===== config.mk =====
export PLATFORM = sky130hd
export DESIGN_NAME = i2c_slave_rx_flat
export DESIGN_NICKNAME = d
export VERILOG_FILES = /design/src/rtl/i2c_pkg.sv /design/src/rtl/i2c_slave_rx_if.sv /design/src/rtl/i2c_line_sync.sv /design/src/rtl/i2c_slave_rx.sv /design/src/flat_wrapper.sv
export SDC_FILE = /design/constraint.sdc
export NUM_CORES = 1
export LEC_CHECK = 0
export CAP_MARGIN = 10
export CORE_MARGIN = 2
export CORE_UTILIZATION = 45
export DETAILED_ROUTE_END_ITERATION = 16
export PLACE_DENSITY = 0.78
export REMOVE_ABC_BUFFERS = 1
export SLEW_MARGIN = 25
export SYNTH_ARGS = -nofsm -noshare
export SYNTH_HDL_FRONTEND = slang
export SYNTH_HIERARCHICAL = 1
export SYNTH_SLANG_ARGS = --single-unit

===== constraint.sdc =====
create_clock -name clock -period 3 [get_ports clock]
set_clock_uncertainty 0.15 [all_clocks]
set_input_delay 0.6 -clock clock [delete_from_list [all_inputs] [get_ports clock]]
set_output_delay 0.6 -clock clock [all_outputs]
set_load 0.03 [all_outputs]

===== src/rtl/i2c_pkg.sv =====
// Shared definitions for the I2C receive-only slave: FSM states, default
// address and the R/W bit position inside the address byte.
package i2c_pkg;

  typedef enum logic [2:0] {
    IDLE,
    ADDR,
    ADDR_ACK,
    DATA,
    DATA_ACK,
    IGNORE
  } i2c_state_e;

  localparam logic [6:0] DEFAULT_DEV_ADDR = 7'h4C;
  localparam int         RW_BIT           = 0;

  // Only write transfers to our own address are acknowledged.
  function automatic logic addrMatch(input logic [7:0] addrByte,
                                     input logic [6:0] devAddr);
    return (addrByte[7:1] == devAddr) && (addrByte[RW_BIT] == 1'b0);
  endfunction

endpackage


===== src/rtl/i2c_slave_rx_if.sv =====
// Bus-side and consumer-side signals of the I2C receiver, bundled so the
// slave and its environment see the same directions from opposite modports.
interface i2c_slave_rx_if;

  logic       scl;
  logic       sda;
  logic       sda_pull;
  logic [7:0] rx_data;
  logic       rx_valid;
  logic       rx_ready;
  logic       busy;
  logic       overrun;

  modport slave (
    input  scl, sda, rx_ready,
    output sda_pull, rx_data, rx_valid, busy, overrun
  );

  modport master (
    output scl, sda, rx_ready,
    input  sda_pull, rx_data, rx_valid, busy, overrun
  );

endinterface


===== src/rtl/i2c_line_sync.sv =====
// Synchroniser for one asynchronous bus line plus rise/fall detection on the
// synchronised value; reset fills the chain with 1 so an idle bus is assumed.
module i2c_line_sync #(
  parameter int STAGES = 2
) (
  input  logic clock,
  input  logic reset_n,
  input  logic line_i,
  output logic level_o,
  output logic rise_o,
  output logic fall_o
);

  logic [STAGES-1:0] sync_q;
  logic              prev_q;

  always_ff @(posedge clock) begin
    if (!reset_n) begin
      sync_q <= '1;
      prev_q <= 1'b1;
    end else begin
      sync_q <= {sync_q[STAGES-2:0], line_i};
      prev_q <= sync_q[STAGES-1];
    end
  end

  assign level_o = sync_q[STAGES-1];
  assign rise_o  = sync_q[STAGES-1] & ~prev_q;
  assign fall_o  = ~sync_q[STAGES-1] & prev_q;

endmodule


===== src/rtl/i2c_slave_rx.sv =====
// Receive-only I2C slave: acknowledges write transfers to DEV_ADDR and hands
// each data byte to a valid/ready consumer, NACKing bytes it cannot store.
module i2c_slave_rx
  import i2c_pkg::*;
#(
  parameter logic [6:0] DEV_ADDR    = DEFAULT_DEV_ADDR,
  parameter int         SYNC_STAGES = 2
) (
  input logic           clock,
  input logic           reset_n,
  i2c_slave_rx_if.slave bus
);

  localparam int STAGES = (SYNC_STAGES < 2) ? 2 : SYNC_STAGES;

  logic sclLevel, sclRise, sclFall;
  logic sdaLevel, sdaRise, sdaFall;
  logic startDet, stopDet;

  i2c_state_e state_q;
  logic [2:0] bitCnt_q;
  logic [6:0] shift_q;
  logic [7:0] rxByte_d;
  logic [7:0] rxData_q;
  logic       rxValid_q;
  logic       sdaPull_q;
  logic       busy_q;
  logic       overrun_q;

  i2c_line_sync #(.STAGES(STAGES)) u_scl_sync (
    .clock   (clock),
    .reset_n (reset_n),
    .line_i  (bus.scl),
    .level_o (sclLevel),
    .rise_o  (sclRise),
    .fall_o  (sclFall)
  );

  i2c_line_sync #(.STAGES(STAGES)) u_sda_sync (
    .clock   (clock),
    .reset_n (reset_n),
    .line_i  (bus.sda),
    .level_o (sdaLevel),
    .rise_o  (sdaRise),
    .fall_o  (sdaFall)
  );

  assign startDet = sdaFall & sclLevel;
  assign stopDet  = sdaRise & sclLevel;

  // Byte as it stands once the bit currently on SDA is shifted in.
  assign rxByte_d = {shift_q, sdaLevel};

  always_ff @(posedge clock) begin
    if (!reset_n) begin
      state_q   <= IDLE;
      bitCnt_q  <= 3'd0;
      shift_q   <= 7'd0;
      rxData_q  <= 8'h00;
      rxValid_q <= 1'b0;
      sdaPull_q <= 1'b0;
      busy_q    <= 1'b0;
      overrun_q <= 1'b0;
    end else begin
      overrun_q <= 1'b0;
      if (rxValid_q && bus.rx_ready) begin
        rxValid_q <= 1'b0;
      end

      // START/STOP override any bit-level activity and release SDA at once.
      if (startDet) begin
        state_q   <= ADDR;
        bitCnt_q  <= 3'd0;
        sdaPull_q <= 1'b0;
        busy_q    <= 1'b1;
      end else if (stopDet) begin
        state_q   <= IDLE;
        bitCnt_q  <= 3'd0;
        sdaPull_q <= 1'b0;
        busy_q    <= 1'b0;
      end else begin
        case (state_q)
          ADDR: begin
            if (sclRise) begin
              shift_q  <= rxByte_d[6:0];
              bitCnt_q <= bitCnt_q + 3'd1;
              if (bitCnt_q == 3'd7) begin
                state_q <= addrMatch(rxByte_d, DEV_ADDR) ? ADDR_ACK : IGNORE;
              end
            end
          end

          // First SCL fall after the byte starts the ACK, the next ends it.
          ADDR_ACK, DATA_ACK: begin
            if (sclFall) begin
              if (!sdaPull_q) begin
                sdaPull_q <= 1'b1;
              end else begin
                sdaPull_q <= 1'b0;
                state_q   <= DATA;
              end
            end
          end

          DATA: begin
            if (sclRise) begin
              shift_q  <= rxByte_d[6:0];
              bitCnt_q <= bitCnt_q + 3'd1;
              if (bitCnt_q == 3'd7) begin
                if (!rxValid_q) begin
                  rxData_q  <= rxByte_d;
                  rxValid_q <= 1'b1;
                  state_q   <= DATA_ACK;
                end else begin
                  overrun_q <= 1'b1;
                  state_q   <= IGNORE;
                end
              end
            end
          end

          IDLE, IGNORE: begin
            sdaPull_q <= 1'b0;
          end

          default: begin
            state_q   <= IDLE;
            sdaPull_q <= 1'b0;
          end
        endcase
      end
    end
  end

  assign bus.sda_pull = sdaPull_q;
  assign bus.rx_data  = rxData_q;
  assign bus.rx_valid = rxValid_q;
  assign bus.busy     = busy_q;
  assign bus.overrun  = overrun_q;

endmodule


===== src/flat_wrapper.sv =====
// flat-port wrapper written by rule: the top's interface ports become plain ports
module i2c_slave_rx_flat import i2c_pkg::*;
#(
  parameter logic [6:0] DEV_ADDR    = DEFAULT_DEV_ADDR,
  parameter int         SYNC_STAGES = 2
)
  (clock, reset_n, bus_scl, bus_sda, bus_rx_ready, bus_sda_pull, bus_rx_data, bus_rx_valid, bus_busy, bus_overrun);
  i2c_slave_rx_if bus_i ();
  input logic clock;
  input logic reset_n;
  input wire logic [$bits(bus_i.scl)-1:0] bus_scl;
  input wire logic [$bits(bus_i.sda)-1:0] bus_sda;
  input wire logic [$bits(bus_i.rx_ready)-1:0] bus_rx_ready;
  output wire logic [$bits(bus_i.sda_pull)-1:0] bus_sda_pull;
  output wire logic [$bits(bus_i.rx_data)-1:0] bus_rx_data;
  output wire logic [$bits(bus_i.rx_valid)-1:0] bus_rx_valid;
  output wire logic [$bits(bus_i.busy)-1:0] bus_busy;
  output wire logic [$bits(bus_i.overrun)-1:0] bus_overrun;
  assign bus_i.scl = bus_scl;
  assign bus_i.sda = bus_sda;
  assign bus_i.rx_ready = bus_rx_ready;
  assign bus_sda_pull = bus_i.sda_pull;
  assign bus_rx_data = bus_i.rx_data;
  assign bus_rx_valid = bus_i.rx_valid;
  assign bus_busy = bus_i.busy;
  assign bus_overrun = bus_i.overrun;
  i2c_slave_rx #(.DEV_ADDR(DEV_ADDR), .SYNC_STAGES(SYNC_STAGES)) u_core (.clock(clock), .reset_n(reset_n), .bus(bus_i));
endmodule

==> impl_metrics.yaml, run 1 <==
run_status:
  status: "finished clean"
synth:
  ys.flop_type: "dfxtp_1"
  post-synth-top-count-cell: "dfxtp_1"
  ys_seq_elements: 31
  synth_commonest_cells: "dfxtp_1 (31), nor2b_1 (22), mux2i_1 (15), nand2b_1 (7), nand2_1 (6)"
  synth-edff-count: 0
  synthDistinctLibCells: 31
  yosysSeqAreaShare_pct: 47.5
  synth_area_leaders: "dfxtp_1 (48%), mux2i_1 (11%), nor2b_1 (11%), nand2b_1 (3.4%), ha_1 (1.9%)"
  synth_top_area_share_pct: 47.5
  syn_area_um2: 1310
  yosysTopAreaCell: "dfxtp_1"
  netlist_instances: 128
  ys_warn_count: 6
  avgSynthCellArea_um2: 10.2
  async_flop_share_pct: 0
floorplanning:
  core_um2: 2760
  core.rowCount: 19
  pin_count: 17
  fp.dieW_um: 57.9
  die_area_um2: 3350
  die-height_um: 57.9
  start_util_pct: 47.4
grt:
  grt-ovfl-total: 0
  grt_pass1_vias: 944
  grt_usage_pct: 16.5
  grt_pass1_wl_um: 4230
  grt_max_degree: 14
  antenna_found_initial: 0
cts:
  clock_sinks: 31
  cts_tree: "yes"
  postCtsHoldBufs: 0
  path_clk_slew_ns: 0.10
  clock_path_buffers: 2
  cts-htree-levels: 2
  postCtsSetupRepairBufs: 0
  cts_buffers: 5
  root_buffer: "clkbuf_4"
  cts_resized: 0
  worstSkewPairLatency_ns: 0.33
power:
  combPwrFrac_pct: 18.7
  power_density_nw_per_um2: 630
  switchingPower_w: 0.000274
  pwr-share-clk_pct: 34.4
  leakage_nw: 0.586
  p_sw_share_pct: 27.6
  p_int_w: 0.000718
  worst_ir_drop_vdd_mv: 0.423
  seq_power_share_pct: 46.9
  finalPower_w: 0.000992
drt:
  drtAntennaViolNets: 0
  drt_wl_total_um: 2480
  drt_iter0_drc: 31
  drtPass1Iterations: 4
  num_vias: 977
  drc: 0
  viasPerCell: 5.43
  routedWlPerCell_um: 13.8
setup_path:
  cpMaxStageDelayCell: "clkdlybuf4s50_1"
  reg2regPathDepth: 6
  critPathMaxStageDelay_ns: 0.70
  critPathLaunchType: "flip-flop"
  critical_path_class: "reg -> out"
  r2r_setup_slack_ns: 0.83
  critPathCaptureType: "primary output"
  worstPathRequired_ns: 2.25
  crit_family: "buffers and inverters"
  critPathArrivalTime_ns: 1.45
  cp_cell_sequence: "clkdlybuf4s50_1"
  critPathMaxFanout: 5
  rr_startpoint: "u_core/u_scl_sync/sync_q[1]$_SDFF_PN1_"
  path_buf_inv: 1
  rr_endpoint: "u_core/bus.rx_data[2]$_SDFFE_PN0P_"
min_path:
  hp-start: "u_core/u_scl_sync/sync_q[0]$_SDFF_PN1_"
  min_to: "u_core/u_scl_sync/sync_q[1]$_SDFF_PN1_"
  hold_class: "reg -> reg"
  worstHoldPathCells: 1
timing:
  finalWorstSetupSlack_ns: 0.796
  slew_headroom_pct: 58.0
  worstMarginPinSlew_ns: 0.624
  finalHoldViolations: 0
  drv_slew: 0
  setup_viol: 0
  max_freq_ghz: 0.454
  rsz0062_at_grt: "no"
  fin_tns_setup_ns: 0
  period_share_pct: 73.5
  layout_min_cycle_time_ns: 2.20
placed_design:
  numPortBuffers: 16
  dp_hpwl_um: 1690
  gp_congestion: 0.817
  placed_cell_area_um2: 1490
  pre_cts_ws_ns: 0.853
final_layout:
  diodes: 0
  drive_gt1_share_pct: 8.72
  fillerInstances: 260
  syn2layout_area_growth_pct: 20.5
  multi_input_area_um2: 653
  fin_area_um2: 1570
  nNetsFinal: 155
  regArea_um2: 621
run:
  maxCapViolations: 0
==> how the worst max path moves through the flow <==
stage          depth (start not counted)                              startpoint  slack, ns                                 end
2_1_floorplan                          5  u_core/u_scl_sync/sync_q[1]$_SDFF_PN1_       0.18  u_core/bus.rx_data[0]$_SDFFE_PN0P_
3_3_place_gp                           3                                 reset_n       0.96       u_core/bus.overrun$_SDFF_PP0_
3_5_place_dp                           6  u_core/u_scl_sync/sync_q[1]$_SDFF_PN1_       0.85  u_core/bus.rx_data[2]$_SDFFE_PN0P_
4_1_cts                                1          u_core/bus.rx_valid$_SDFF_PN0_       0.79                        bus_rx_valid
5_1_grt                                6  u_core/u_scl_sync/sync_q[1]$_SDFF_PN1_       0.64  u_core/bus.rx_data[2]$_SDFFE_PN0P_
6_report                               1          u_core/bus.rx_valid$_SDFF_PN0_       0.80                        bus_rx_valid
==> sequential cells by signal, indices dropped and copies added, names as in the netlist, 2 cells and up <==
register / cells
u_core/state_q: 3
u_core/bitCnt_q: 3
u_core/shift_q: 7
u_core/u_sda_sync/sync_q: 2
u_core/u_scl_sync/sync_q: 2
u_core/bus.rx_data: 8
==> through the flow <==
stage	util, %	hold slack [ns]	instances
after global placement	53.9	0.242	172
after detailed placement	53.9	0.245	172
after CTS	57.1	0.270	180
after floorplan	-	0.236	123
after global routing	57.1	0.287	180
final	57.1	0.266	180
==> cells in the final DEF (no fill, tap or decap), types with 2 or more instances in the layout <==
cell type and n:
dfxtp_1 31, nor2b_1 22, clkdlybuf4s50_1 16, mux2i_1 15, nand2b_1 7, nand2_1 6
clkbuf_4 5, nor2_1 4, o21ai_0 4, nand3_1 4, a21oi_1 4, o21a_1 3
nand3b_1 2, xor2_1 2, a211oi_1 2, nor3_1 2, ha_1 2, buf_4 2
==> area by class of cell <==
class	instances	share of cell area (%)
clock buffer	6	3.26
clock inverter	2	2.23
multi-input combinational	92	41.5
sequential	31	39.4
tap	31	2.46
timing repair buffer	18	11.1
==> cells by family after synthesis <==
kind of cell | share of synthesized area (%)
AOI/OAI and AO/OA | 9.67
xor gates and xnor gates | 2.01
adders and majority gates | 1.92
buffers and inverters | 2.97
DFF | 47.5
muxes | 11.5
and+or+nand+nor | 24.4
==> power by group through the flow <==
stage	Combinational (W)	Sequential [W]	Clock [W]
2_1_floorplan	0.000148	0.000466	0
3_3_place_gp	0.000180	0.000473	0
3_5_place_dp	0.000184	0.000473	0
4_1_cts	0.000185	0.000464	0.000349
5_1_grt	0.000210	0.000468	0.000369
6_report	0.000186	0.000465	0.000342
==> routing by layer <==
layer | part of all wire (%) | global-route usage, % | routed length (um) | vias to the layer above
met4 | 1.4 | 7.64 | 34 | 0
met3 | 5.5 | 5.36 | 135 | 4
met5 | 0 | 0 | 0 | -
li1 | - | - | - | 481
met2 | 47 | 25.3 | 1160 | 32
met1 | 46 | 21.0 | 1150 | 460
(Power assumes the default switching activity.)
==> run 2: changes to the inputs <==
clock period = 2.05 ns   (was 3 ns; I/O delays follow)
==> run 2 against run 1 <==
  * Highest routed layer unchanged
  * Combinational power increased by 59%
  * Register-to-register slack got worse by 0.60 ns
  * Largest power group unchanged
  * Critical path depth unchanged
  * Power rose by 49%
  * Clock power up 46%
  * Via count up 0.61%
  * Count of clock-buffer cells in the layout stayed put
  * Worst hold slack lost 0.00081 ns
  * Die area unchanged
==> impl_metrics.yaml, run 2 (synthesis results as in run 1) <==
floorplanning:
  pin_count: 17
  start_util_pct: 47.4
  core_um2: 2760
  die_area_um2: 3350
  core.rowCount: 19
  fp.dieW_um: 57.9
  die-height_um: 57.9
grt:
  grt-ovfl-total: 0
  grt_max_degree: 18
  antenna_found_initial: 0
  grt_usage_pct: 16.7
  grt_pass1_vias: 979
  grt_pass1_wl_um: 4250
min_path:
  hold_class: "reg -> reg"
placed_design:
  placed_cell_area_um2: 1530
  dp_hpwl_um: 1670
  gp_congestion: 0.803
  numPortBuffers: 16
  pre_cts_ws_ns: 0.218
cts:
  root_buffer: "clkbuf_4"
  postCtsSetupRepairBufs: 0
  path_clk_slew_ns: 0.10
  cts-htree-levels: 2
  worstSkewPairLatency_ns: 0.33
  postCtsHoldBufs: 0
  cts_tree: "yes"
  clock_sinks: 31
  clock_path_buffers: 2
  cts_buffers: 5
drt:
  drt_wl_total_um: 2390
  routedWlPerCell_um: 12.9
  viasPerCell: 5.28
  drc: 0
  num_vias: 983
  drtAntennaViolNets: 0
  drt_iter0_drc: 24
  drtPass1Iterations: 4
final_layout:
  nNetsFinal: 161
  fillerInstances: 247
  final_common_cell: "dfxtp_1"
  fin_area_um2: 1620
  largest_reg_flops: 8
  layout_common_cells: "dfxtp_1 (31), nor2b_1 (21), clkdlybuf4s50_1 (15), mux2i_1 (15), buf_4 (8)"
  drive_gt1_share_pct: 12.9
  syn2layout_area_growth_pct: 24.3
  diodes: 0
  regArea_um2: 621
  multi_input_area_um2: 656
timing:
  slew_headroom_pct: 67.7
  max_freq_ghz: 0.517
  worstMarginPinSlew_ns: 0.481
  finalWorstSetupSlack_ns: 0.116
  drv_slew: 0
  layout_min_cycle_time_ns: 1.93
  finalHoldViolations: 0
  period_share_pct: 94.4
  rsz0062_at_grt: "no"
  finalHoldWorstSlack_ns: 0.265
  setup_viol: 0
setup_path:
  cp_cell_sequence: "clkdlybuf4s50_1"
  crit_family: "buffers and inverters"
  worstPathRequired_ns: 1.49
  critPathArrivalTime_ns: 1.37
  critPathCaptureType: "primary output"
  cpMaxStageDelayCell: "clkdlybuf4s50_1"
  path_buf_inv: 1
  critPathMaxFanout: 4
  critical_path_class: "reg -> out"
  r2r_setup_slack_ns: 0.23
  critPathMaxStageDelay_ns: 0.68
  critPathLaunchType: "flip-flop"
run:
  maxCapViolations: 0
power:
  leakage_nw: 0.636
  worst_ir_drop_vdd_mv: 0.675
  power_density_nw_per_um2: 909
  finalPower_w: 0.00148
run_status:
  status: "finished clean"
## run 2: changes by cell type in the layout (fill, tap and decap cells not counted), sizes merged
cell | previous run | this run
dlymetal6s2s | 0 | 1
buf | 2 | 8
clkdlybuf4s50 | 16 | 15
## run 2: metrics by stage
stage,util [%],setup TNS (ns),cells
after floorplan,-,-6.75,123
after global routing,58.9,0,186
after CTS,58.7,0,186
final,58.9,0,186
after global placement,55.6,0,178
after detailed placement,55.6,0,178
## run 2: what timing repair did
action,4_1_cts,5_1_grt
setup endpoints to repair,0,3
resized for setup,0,2
endpoints found under the hold margin,0,0
## run 2: final cells by class
cell class	instances	share of cell area, %
clock buffers	6	3.16
clock inverters	2	2.16
multi-input cells	92	40.4
flip-flops and latches	31	38.2
well taps	31	2.39
repair buffers	24	13.7
## run 2: power by group
group / switching [W] / total [W] / internal [W]
Combinational: 0.000148 / 0.000296 / 0.000148
Clock: 0.000212 / 0.000500 / 0.000288
Sequential: 0.0000502 / 0.000681 / 0.000631
Total: 0.000410 / 0.00148 / 0.00107
## run 2: path summary, 6_finish.rpt
path | cells after the start | start | end
min reg2reg | 1 | u_core/u_scl_sync/sync_q[0]$_SDFF_PN1_ | u_core/u_scl_sync/sync_q[1]$_SDFF_PN1_
min | 1 | u_core/u_scl_sync/sync_q[0]$_SDFF_PN1_ | u_core/u_scl_sync/sync_q[1]$_SDFF_PN1_
max | 1 | u_core/bus.sda_pull$_SDFFE_PP0P_ | bus_sda_pull
max reg2reg | 6 | u_core/u_scl_sync/sync_q[1]$_SDFF_PN1_ | u_core/bus.rx_data[3]$_SDFFE_PN0P_
## run 2: per-layer routing
metal | vias to the layer above | routed length, um | share of wire (%) | track usage, %
met5 | - | 0 | 0 | 0
met1 | 460 | 1130 | 47 | 20.3
li1 | 496 | - | - | -
met4 | 0 | 40 | 1.7 | 8.97
met3 | 5 | 110 | 4.6 | 4.91
met2 | 22 | 1110 | 47 | 26.5
